===== src/rtl/idu_pkg.sv =====
// Shared types, opcode constants and small decode helpers for the
// instruction-decode pipeline stage.
package idu_pkg;

    localparam int ILEN = 32;

    localparam logic [6:0] OPC_LUI    = 7'b0110111;
    localparam logic [6:0] OPC_AUIPC  = 7'b0010111;
    localparam logic [6:0] OPC_JAL    = 7'b1101111;
    localparam logic [6:0] OPC_JALR   = 7'b1100111;
    localparam logic [6:0] OPC_BRANCH = 7'b1100011;
    localparam logic [6:0] OPC_LOAD   = 7'b0000011;
    localparam logic [6:0] OPC_STORE  = 7'b0100011;
    localparam logic [6:0] OPC_OPIMM  = 7'b0010011;
    localparam logic [6:0] OPC_OP     = 7'b0110011;
    localparam logic [6:0] OPC_SYSTEM = 7'b1110011;

    typedef enum logic [3:0] {
        ALU_ADD   = 4'd0,
        ALU_SUB   = 4'd1,
        ALU_SLL   = 4'd2,
        ALU_SLT   = 4'd3,
        ALU_SLTU  = 4'd4,
        ALU_XOR   = 4'd5,
        ALU_SRL   = 4'd6,
        ALU_SRA   = 4'd7,
        ALU_OR    = 4'd8,
        ALU_AND   = 4'd9,
        ALU_PASSB = 4'd10
    } alu_op_t;

    typedef struct packed {
        logic [31:0] pc;
        logic [31:0] inst;
        logic [31:0] rs1_data;
        logic [31:0] rs2_data;
        logic [31:0] imm;
        logic [4:0]  rd_addr;
        logic        rd_wen;
        alu_op_t     alu_op;
        logic        lsu_ren;
        logic        lsu_wen;
        logic [2:0]  lsu_op;
        logic        csr_wen;
        logic [11:0] csr_addr;
        logic        is_branch;
        logic        is_jump;
        logic        illegal;
    } dec_bundle_t;

    function automatic logic is_known_opcode(input logic [6:0] opc);
        logic known;
        known = 1'b0;
        case (opc)
            OPC_LUI, OPC_AUIPC, OPC_JAL, OPC_JALR, OPC_BRANCH,
            OPC_LOAD, OPC_STORE, OPC_OPIMM, OPC_OP, OPC_SYSTEM: known = 1'b1;
            default: known = 1'b0;
        endcase
        return known;
    endfunction

    // SUB only exists in register form; SRA/SRAI share funct7 bit 5.
    function automatic alu_op_t alu_op_of(input logic [2:0] funct3,
                                          input logic       funct7_b5,
                                          input logic       is_reg);
        alu_op_t op;
        op = ALU_ADD;
        case (funct3)
            3'b000:  op = (is_reg && funct7_b5) ? ALU_SUB : ALU_ADD;
            3'b001:  op = ALU_SLL;
            3'b010:  op = ALU_SLT;
            3'b011:  op = ALU_SLTU;
            3'b100:  op = ALU_XOR;
            3'b101:  op = funct7_b5 ? ALU_SRA : ALU_SRL;
            3'b110:  op = ALU_OR;
            default: op = ALU_AND;
        endcase
        return op;
    endfunction

endpackage


===== src/rtl/imm_gen.sv =====
// Purely combinational RV32I immediate extraction, sign-extended to XLEN.
// Register-form and unrecognised encodings yield zero.
module imm_gen
    import idu_pkg::*;
#(
    parameter int XLEN = 32
) (
    input  logic [31:0]     inst,
    output logic [XLEN-1:0] imm
);

    always_comb begin
        imm = '0;
        case (inst[6:0])
            OPC_JALR, OPC_LOAD, OPC_OPIMM, OPC_SYSTEM:
                imm = {{(XLEN-12){inst[31]}}, inst[31:20]};
            OPC_STORE:
                imm = {{(XLEN-12){inst[31]}}, inst[31:25], inst[11:7]};
            OPC_BRANCH:
                imm = {{(XLEN-12){inst[31]}}, inst[7], inst[30:25], inst[11:8], 1'b0};
            OPC_LUI, OPC_AUIPC:
                imm = {inst[31:12], 12'b0};
            OPC_JAL:
                imm = {{(XLEN-20){inst[31]}}, inst[19:12], inst[20], inst[30:21], 1'b0};
            default:
                imm = '0;
        endcase
    end

endmodule


===== src/rtl/idu_pipe.sv =====
// Instruction decode stage: decodes the offered instruction combinationally
// and stores the finished bundle in a small circular output FIFO.
module idu_pipe
    import idu_pkg::*;
#(
    parameter int XLEN  = 32,
    parameter int DEPTH = 2
) (
    input  logic                       clk,
    input  logic                       rst_n,
    input  logic                       in_valid,
    input  logic [31:0]                in_inst,
    input  logic [XLEN-1:0]            in_pc,
    output logic                       in_ready,
    output logic [4:0]                 rs1_addr,
    output logic [4:0]                 rs2_addr,
    input  logic [XLEN-1:0]            rs1_data,
    input  logic [XLEN-1:0]            rs2_data,
    input  logic                       flush,
    output logic                       out_valid,
    output dec_bundle_t                out_bundle,
    input  logic                       out_ready,
    output logic [$clog2(DEPTH+1)-1:0] occupancy
);

    localparam int CNT_W = $clog2(DEPTH + 1);
    localparam int PTR_W = (DEPTH > 1) ? $clog2(DEPTH) : 1;
    localparam logic [CNT_W-1:0] DEPTH_C = CNT_W'(DEPTH);
    localparam logic [PTR_W-1:0] LAST_C  = PTR_W'(DEPTH - 1);

    logic [6:0]      opcode;
    logic [2:0]      funct3;
    logic [4:0]      rd_field;
    logic [XLEN-1:0] imm_w;
    logic            legal;
    logic            csr_op;
    logic            writes_rd;
    dec_bundle_t     dec;

    logic [PTR_W-1:0] head_q, head_d;
    logic [PTR_W-1:0] tail_q, tail_d;
    logic [CNT_W-1:0] count_q, count_d;
    logic             ready_en_q, ready_en_d;
    logic             push;
    logic             pop;
    dec_bundle_t      mem_q [DEPTH];

    assign opcode   = in_inst[6:0];
    assign funct3   = in_inst[14:12];
    assign rd_field = in_inst[11:7];
    assign rs1_addr = in_inst[19:15];
    assign rs2_addr = in_inst[24:20];

    imm_gen #(.XLEN(XLEN)) u_imm_gen (
        .inst (in_inst),
        .imm  (imm_w)
    );

    assign legal  = is_known_opcode(opcode) & (in_inst[1:0] == 2'b11);
    // funct3 == 0 under SYSTEM is ECALL/EBREAK/MRET; funct3 == 4 is reserved.
    assign csr_op = (opcode == OPC_SYSTEM) & (funct3[1:0] != 2'b00);

    always_comb begin
        dec           = '0;
        writes_rd     = 1'b0;
        dec.pc        = in_pc;
        dec.inst      = in_inst;
        dec.rs1_data  = rs1_data;
        dec.rs2_data  = rs2_data;
        dec.imm       = imm_w;
        dec.rd_addr   = rd_field;
        dec.lsu_op    = funct3;
        dec.csr_addr  = in_inst[31:20];
        dec.alu_op    = ALU_ADD;
        case (opcode)
            OPC_LUI: begin
                writes_rd  = 1'b1;
                dec.alu_op = ALU_PASSB;
            end
            OPC_AUIPC, OPC_LOAD: writes_rd = 1'b1;
            OPC_JAL, OPC_JALR: begin
                writes_rd   = 1'b1;
                dec.is_jump = 1'b1;
            end
            OPC_BRANCH: dec.is_branch = 1'b1;
            OPC_OP: begin
                writes_rd  = 1'b1;
                dec.alu_op = alu_op_of(funct3, in_inst[30], 1'b1);
            end
            OPC_OPIMM: begin
                writes_rd  = 1'b1;
                dec.alu_op = alu_op_of(funct3, in_inst[30], 1'b0);
            end
            OPC_SYSTEM: writes_rd = csr_op;
            default: writes_rd = 1'b0;
        endcase
        dec.illegal = ~legal;
        dec.rd_wen  = writes_rd & legal & (rd_field != 5'd0);
        dec.lsu_ren = legal & (opcode == OPC_LOAD);
        dec.lsu_wen = legal & (opcode == OPC_STORE);
        // CSRRS/CSRRC with rs1 = x0 only read the CSR.
        dec.csr_wen = legal & csr_op & ((funct3[1:0] == 2'b01) | (rs1_addr != 5'd0));
    end

    function automatic logic [PTR_W-1:0] ptr_inc(input logic [PTR_W-1:0] p);
        return (p == LAST_C) ? '0 : p + 1'b1;
    endfunction

    // ready_en_q keeps in_ready low during reset and until the first edge after it.
    assign in_ready  = ready_en_q & (count_q < DEPTH_C) & ~flush;
    assign out_valid = (count_q != '0);
    assign push      = in_valid & in_ready;
    assign pop       = out_valid & out_ready;
    assign occupancy = count_q;
    assign out_bundle = mem_q[head_q];

    always_comb begin
        head_d     = head_q;
        tail_d     = tail_q;
        count_d    = count_q;
        ready_en_d = 1'b1;
        if (flush) begin
            head_d  = '0;
            tail_d  = '0;
            count_d = '0;
        end else begin
            if (push) tail_d = ptr_inc(tail_q);
            if (pop)  head_d = ptr_inc(head_q);
            case ({push, pop})
                2'b10:   count_d = count_q + 1'b1;
                2'b01:   count_d = count_q - 1'b1;
                default: count_d = count_q;
            endcase
        end
    end

    always_ff @(posedge clk or negedge rst_n) begin
        if (!rst_n) begin
            head_q     <= '0;
            tail_q     <= '0;
            count_q    <= '0;
            ready_en_q <= 1'b0;
        end else begin
            head_q     <= head_d;
            tail_q     <= tail_d;
            count_q    <= count_d;
            ready_en_q <= ready_en_d;
        end
    end

    always_ff @(posedge clk) begin
        if (push) mem_q[tail_q] <= dec;
    end

endmodule


===== config.mk =====
export PLATFORM = sky130hd
export DESIGN_NAME = idu_pipe
export DESIGN_NICKNAME = d
export VERILOG_FILES = /design/src/rtl/idu_pkg.sv /design/src/rtl/imm_gen.sv /design/src/rtl/idu_pipe.sv
export SDC_FILE = /design/constraint.sdc
export NUM_CORES = 1
export LEC_CHECK = 0
export CAP_MARGIN = 10
export CORE_ASPECT_RATIO = 2
export CORE_UTILIZATION = 40
export CTS_CLUSTER_DIAMETER = 80
export DETAILED_ROUTE_END_ITERATION = 10
export GPL_TIMING_DRIVEN = 0
export PLACE_DENSITY_LB_ADDON = 0.12
export RECOVER_POWER = 50
export SETUP_SLACK_MARGIN = 0.2
export SLEW_MARGIN = 20
export SYNTH_ARGS = -nofsm -noshare
export SYNTH_HDL_FRONTEND = slang
export SYNTH_SLANG_ARGS = --single-unit

===== constraint.sdc =====
create_clock -name clk -period 12.3 [get_ports clk]
set_input_delay 1.845 -clock clk [delete_from_list [all_inputs] [get_ports clk]]
set_output_delay 1.845 -clock clk [all_outputs]
set_load 0.01 [all_outputs]

# ---- Yosys cells after proc, flatten, opt, wreduce, memory -nomap -nowiden
# Memories as Yosys holds them, arrays and structs flattened.
# Cells that the tools add are included.
dict set report totals {
  ff_bits 5
  mem_bits_rw 382
  out_inout_bits 205
  wordCells 78
  memories 1
}
# memory words word_bits rd rd_clocked_by_memory_dff write_ports line
set mem_list {}
lappend mem_list {mem_q 2 191 1 0 1 idu_pipe.sv:46} ;# dec_bundle_t mem_q [DEPTH];
dict set report classes {
  add_sub_neg 4
  n_lt_le_gt_ge 1
  eq_ne 20
  n_mux 20
  n_bitwise 15
  reduce_logical 13
}
# cell count
set ops {}
lappend ops {{32-bit one-hot mux with 5 select lines} 1}
lappend ops {{4-bit one-hot mux with 7 select lines} 2}
lappend ops {{7-bit == test, second input constant} 4}
lappend ops {{7-bit by 6-bit == test with 1-bit output, second input constant} 3}
lappend ops {{7-bit by 5-bit == test with 1-bit output, second input constant} 2}
lappend ops {{1-bit two-way mux} 13}
lappend ops {{1-bit AND} 12}
lappend ops {{4-bit one-hot mux with 3 select lines} 1}
lappend ops {{5-bit nonzero test} 2}
lappend ops {{10-bit OR reduction} 1}
lappend ops {{3-bit == test, second input constant} 3}
lappend ops {{2-bit nonzero test} 4}
lappend ops {{7-bit by 2-bit == test with 1-bit output, second input constant} 1}
lappend ops {{7-bit OR reduction} 1}
lappend ops {{3-bit by 2-bit == test with 1-bit output, second input constant} 2}
lappend ops {{2-bit by 1-bit == test with 1-bit output, second input constant} 2}
lappend ops {{2-bit == test, second input constant} 2}
lappend ops {{2-bit one-hot mux with 2 select lines} 1}
lappend ops {{2-bit OR reduction} 2}
lappend ops {{4-bit OR reduction} 1}
lappend ops {{3-bit by 1-bit == test with 1-bit output, second input constant} 1}
lappend ops {{3-bit logical NOT} 1}
lappend ops {{3-bit nonzero test} 1}
lappend ops {{1-bit adder, second input constant} 2}
lappend ops {{other kinds (7)} 8}

# ---- Longest topological paths before layout
dict set report logic_depth {
  ltp_word 7
  mapped_depth 6
  ltp_nobuf 4
}

# ---- By module
# A second synthesis with hierarchy kept.
dict set report unflattened {
  hier_cells 726
  area_unflattened_um2 14027.2
}
# module instances cells_each area_each_um2
set modules_own_cells {}
lappend modules_own_cells {idu_pipe 1 624 13386.6}
lappend modules_own_cells {imm_gen 1 102 640.6}

# ---- Worst setup path after synthesis
# No wires, ideal clock.
dict set report synth_timing {
  kind {input -> register}
  startpoint {input port flush}
  endpoint {memory mem_q[0][0] in the netlist's numbering (enable)}
  t_arrival_ps 9523
  t_required_ps 11595
  path_slack_ps 2073
  cell_stages 3
  n_path_buf 0
  cell_sequence {nor3b_1 > nand2_1 > nor2_1}
}
dict set report synth_via {
  elab_chain_cells 5
}
# item line
set synth_rtl {}
lappend synth_rtl {{from (decl)} idu_pipe.sv:19} ;# input logic flush,
lappend synth_rtl {{1-bit NOT} idu_pipe.sv:110} ;# assign in_ready = ready_en_q & (count_q < DEPTH_C) & ~flush;
lappend synth_rtl {{1-bit AND} idu_pipe.sv:110}
lappend synth_rtl {{1-bit AND} idu_pipe.sv:112} ;# assign push = in_valid & in_ready;
lappend synth_rtl {{1-bit two-way mux} idu_pipe.sv:152} ;# if (push) mem_q[tail_q] <= dec;
lappend synth_rtl {{1-bit two-way mux (not written as such)} idu_pipe.sv:152}
lappend synth_rtl {{to (decl)} idu_pipe.sv:46}
# No other way between the ends.

# ---- Worst setup path in the final report
dict set report layout_timing {
  startpoint {input port flush}
  endpoint {memory mem_q[1][176] in the netlist's numbering (enable)}
}
# The elaborated chain is that of the path after synthesis.

==> report_table.html <==
<table>
<tr><th>Metric</th><th>Value</th></tr>
<tr><th colspan="2">Global route</th></tr>
<tr><td>Antenna violations before repair</td><td>2</td></tr>
<tr><td>Via count of the first global-routing pass</td><td>8075</td></tr>
<tr><td>Sum of overflow across all layers after global routing</td><td>0</td></tr>
<tr><td>Largest net degree at the start of global routing</td><td>49</td></tr>
<tr><td>Total track usage</td><td>18.6%</td></tr>
<tr><td>Global-route wire length before repair</td><td>48.3 mm</td></tr>
<tr><th colspan="2">Power</th></tr>
<tr><td>Proportion of total power due to net switching</td><td>20.6%</td></tr>
<tr><td>Int Power</td><td>0.00200 W</td></tr>
<tr><td>Power dissipated by switching net loads</td><td>0.000518 W</td></tr>
<tr><td>Sequential group share of total power</td><td>52.7%</td></tr>
<tr><td>Overall power</td><td>0.00252 W</td></tr>
<tr><td>Clock power share</td><td>37.6%</td></tr>
<tr><td>Relative contribution of combinational cells to total power</td><td>9.6%</td></tr>
<tr><td>Peak VDD IR</td><td>0.000121 V</td></tr>
<tr><td>PD cells</td><td>135 mW/mm^2</td></tr>
<tr><td>Pleak</td><td>6.38 nW</td></tr>
<tr><th colspan="2">Critical path</th></tr>
<tr><td>Worst reg2reg path endpoint</td><td>mem_q[1][176]</td></tr>
<tr><td>Data required time at the worst endpoint</td><td>12.53 ns</td></tr>
<tr><td>Largest fanout on the critical path</td><td>48</td></tr>
<tr><td>Category of the critical setup timing path</td><td>in2reg</td></tr>
<tr><td>Buffers plus inverters on the worst setup path</td><td>3</td></tr>
<tr><td>FF-to-FF Start</td><td>occupancy[1]</td></tr>
<tr><td>Critical Path Slowest Stage Cell</td><td>clkbuf_1</td></tr>
<tr><td>Cell family contributing the most delay on the critical path</td><td>buffers and inverters</td></tr>
<tr><td>Worst path cell trace</td><td>dlygate4sd3_1 -&gt; nor3b_1 -&gt; and3_1 -&gt; clkbuf_1 -&gt; buf_16</td></tr>
<tr><td>FF-to-FF path depth</td><td>4</td></tr>
<tr><td>Biggest cell delay along the critical path</td><td>1.60 ns</td></tr>
<tr><td>Data arrival time of the critical path</td><td>5.82 ns</td></tr>
<tr><td>Worst-case register-to-register setup slack</td><td>8.18 ns</td></tr>
<tr><td>Worst setup EP type</td><td>register</td></tr>
<tr><td>Startpoint class of the critical path</td><td>input port</td></tr>
<tr><th colspan="2">Synth</th></tr>
<tr><td>Synth Register Bits</td><td>347</td></tr>
<tr><td>Largest cells by area after synthesis</td><td>edfxtp_1, mux2_2, buf_4</td></tr>
<tr><td>Number of standard cells after synthesis</td><td>722</td></tr>
<tr><td>Share of synthesized flip-flops with an asynchronous set or reset</td><td>1.44%</td></tr>
<tr><td>Count of flip-flops with a built-in enable after synthesis</td><td>342</td></tr>
<tr><td>Post-synth top flop</td><td>edfxtp_1</td></tr>
<tr><td>Cell type with the highest aggregate area in the netlist</td><td>edfxtp_1</td></tr>
<tr><td>Average cell area after synthesis</td><td>18.8 um^2</td></tr>
<tr><td>Count leader, synth</td><td>edfxtp_1</td></tr>
<tr><td>Synth warn</td><td>0</td></tr>
<tr><td>Syn_nets</td><td>855</td></tr>
<tr><td>Post-synthesis instance area</td><td>0.0135 mm^2</td></tr>
<tr><td>Top post-synthesis cells by count</td><td>edfxtp_1, mux2_2, nand2_1, buf_4, buf_2</td></tr>
<tr><td>Sequential element share of the synthesized area</td><td>76.7%</td></tr>
<tr><td>Distinct cell type count after synthesis</td><td>46</td></tr>
<tr><td>Top-area cell type share of the netlist area</td><td>75.8%</td></tr>
<tr><th colspan="2">Min path</th></tr>
<tr><td>Cell count of the worst hold path</td><td>1</td></tr>
<tr><td>End point of the worst hold path</td><td>tail_q</td></tr>
<tr><td>Worst Hold Class</td><td>reg2reg</td></tr>
<tr><td>Critical hold path startpoint</td><td>tail_q</td></tr>
<tr><th colspan="2">Clock tree</th></tr>
<tr><td>Total number of H-tree levels</td><td>1</td></tr>
<tr><td>Buffers from clock root to sink, at most</td><td>3</td></tr>
<tr><td>Clock latency at the later pin of the worst-skew pair</td><td>0.56 ns</td></tr>
<tr><td>Clock tree from TritonCTS</td><td>done</td></tr>
<tr><td>Hold Buf Count CTS</td><td>0</td></tr>
<tr><td>Resized Gates After CTS</td><td>0</td></tr>
<tr><td>Clock Sink Count</td><td>347</td></tr>
<tr><td>CTS Root Cell</td><td>clkbuf_16</td></tr>
<tr><td>CTS buffer count</td><td>31</td></tr>
<tr><td>Reg clk slew, reported paths</td><td>0.06 ns</td></tr>
<tr><td>Post-CTS setup repair buffer count</td><td>0</td></tr>
<tr><th colspan="2">Cells and area</th></tr>
<tr><td>Final core utilization</td><td>55.6%</td></tr>
<tr><td>Proportion of layout cells with a drive suffix above 1</td><td>25.6%</td></tr>
<tr><td>Total number of nets in the final design</td><td>1237</td></tr>
<tr><td>Antenna Diode Count</td><td>0</td></tr>
<tr><td>Area growth from synthesis to layout</td><td>37.5%</td></tr>
<tr><td>Number of inserted filler cells in the final layout</td><td>2772</td></tr>
<tr><th colspan="2">STA</th></tr>
<tr><td>Setup repair after global routing missed its margin</td><td>no</td></tr>
<tr><td>Clock tree skew after final layout</td><td>0.0120 ns</td></tr>
<tr><td>Transition time at the pin with the least slew margin</td><td>2.16 ns</td></tr>
<tr><td>Highest Clock Rate</td><td>179 MHz</td></tr>
<tr><td>Crit path time final</td><td>5.59 ns</td></tr>
<tr><td>Period Utilization, post-route</td><td>45.4%</td></tr>
<tr><td>Slew Viols, Final</td><td>64</td></tr>
<tr><td>Slew headroom</td><td>-44.0%</td></tr>
<tr><td>Final count of hold timing violations</td><td>0</td></tr>
<tr><td>Setup violation total in the final timing report</td><td>0</td></tr>
<tr><th colspan="2">Place</th></tr>
<tr><td>Weighted congestion at the end of routability-driven global placement</td><td>0.824</td></tr>
<tr><td>Port Buffers</td><td>337</td></tr>
<tr><td>Placed wire-length estimate</td><td>22.5 mm</td></tr>
<tr><th colspan="2">Detailed routing</th></tr>
<tr><td>DR vias</td><td>7621</td></tr>
<tr><td>Antenna viol nets, final</td><td>0</td></tr>
<tr><td>Number of detailed-routing iterations run before antenna repair</td><td>4</td></tr>
<tr><td>Drt drc</td><td>0</td></tr>
<tr><td>Total wire length</td><td>31.8 mm</td></tr>
<tr><td>Detailed-route wire length per cell</td><td>20.3 um</td></tr>
<tr><td>Drt first-iter violations</td><td>380</td></tr>
<tr><td>Per-cell via count in the routed design</td><td>4.88</td></tr>
<tr><th colspan="2">Die</th></tr>
<tr><td>Io pins</td><td>338</td></tr>
<tr><td>Core Rows</td><td>95</td></tr>
<tr><td>Std-Cell Core Area</td><td>0.0335 mm^2</td></tr>
<tr><td>Initial core utilization</td><td>40.4%</td></tr>
<tr><td>Area enclosed by the die boundary</td><td>0.0347 mm^2</td></tr>
<tr><td>Vertical die dimension</td><td>262 um</td></tr>
<tr><td>X dimension of the die</td><td>132 um</td></tr>
<tr><th colspan="2">Status</th></tr>
<tr><td>Violated checks</td><td>capacitance limit, slew limit</td></tr>
<tr><td>Run status</td><td>complete, but fails checks</td></tr>
<tr><th colspan="2">Flow run</th></tr>
<tr><td>Number of violations of the max-capacitance limit</td><td>2</td></tr>
</table>
## registers in the layout (all words and copies together) (netlist names)
| register | cells |
|---|---|
| ready_en_q | 1 |
| occupancy | 2 |
| mem_q | 342 |
| tail_q | 1 |
| head_q | 1 |
## cells in the final DEF, fill, tap and decap left out, types with 8 or more instances in the layout
master	instances
clkdlybuf4s50_1	204
clkbuf_1	21
buf_4	30
nand2_2	10
nor2_1	16
buf_2	21
a21oi_1	9
dlygate4sd3_1	133
nand2_1	41
o21ai_0	9
mux2_2	171
edfxtp_1	342
nand3_1	8
clkbuf_16	31
## stage by stage
step           setup TNS, ns  cells  instance area (um^2)  hold WS, ns  worst slack (ns)
2_1_floorplan              0    722                 13500        0.473              2.07
3_3_place_gp         -576.39   1495                 17500        0.497             -3.40
3_5_place_dp               0   1507                 17800        0.588              7.04
4_1_cts                    0   1563                 18700        0.607              7.02
5_1_grt                    0   1563                 18600        0.588              6.41
6_report                   0   1563                 18600        0.539              6.71
## layout make-up
class | count | area, um^2 | area share, %
clock buffers | 47 | 856 | 4.59
well taps | 436 | 546 | 2.93
inverters | 2 | 7.51 | 0.0403
flip-flops and latches | 347 | 10400 | 55.8
repair buffers | 349 | 3590 | 19.3
plain buffers | 57 | 368 | 1.97
multi-input cells | 316 | 2750 | 14.7
clock inverters | 9 | 123 | 0.658
## layer usage
layer	track usage [%]	routed length, um	share of wire, %	up-vias
met5	0	0	0	-
met4	5.75	790	2.5	0
met3	3.27	1570	4.9	43
met2	36.8	18400	58	248
met1	19.3	11100	35	3813
li1	-	-	-	3517
## power by group through the flow
stage / sequential (W) / clock (W) / combinational, W
3_5_place_dp: 0.00135 / 0 / 0.000257
5_1_grt: 0.00133 / 0.00102 / 0.000259
6_report: 0.00133 / 0.000947 / 0.000243
4_1_cts: 0.00133 / 0.000980 / 0.000259
3_3_place_gp: 0.00136 / 0 / 0.000248
2_1_floorplan: 0.00136 / 0 / 0.000100
## worst reg2reg max path: cells and delay by family (launching register included)
| family | cells | cell delay [ns] |
|---|---|---|
| buffers and inverters | 2 | 1.96 |
| flip-flops | 1 | 0.45 |
| AND/OR/NAND/NOR | 2 | 1.34 |
## how the worst max path moves through the flow
| stage | startpoint | end | slack, ns | depth (start not counted) |
|---|---|---|---|---|
| finish | flush | mem_q[1][176] | 6.71 | 5 |
| global route | flush | mem_q[1][176] | 6.41 | 5 |
| CTS | flush | in_ready | 7.02 | 3 |
| detailed placement | flush | in_ready | 7.04 | 3 |
| global placement | flush | mem_q[0][106] | -3.40 | 4 |
| floorplan | flush | mem_q[0][0] | 2.07 | 3 |
## kinds of logic (layout without fill, tap and decap cells)
group	after synthesis	in the layout	share of synthesized area, %
flip-flops	347	347	76.7
multiplexers	171	171	14.2
AND/OR/NAND/NOR	108	108	4.30
buffers and inverters	59	464	2.91
AO/OA/AOI/OAI	34	34	1.70
XOR/XNOR	2	2	0.129
other	1	1	0.0277
No activity file was read; power rests on OpenSTA's default activity.
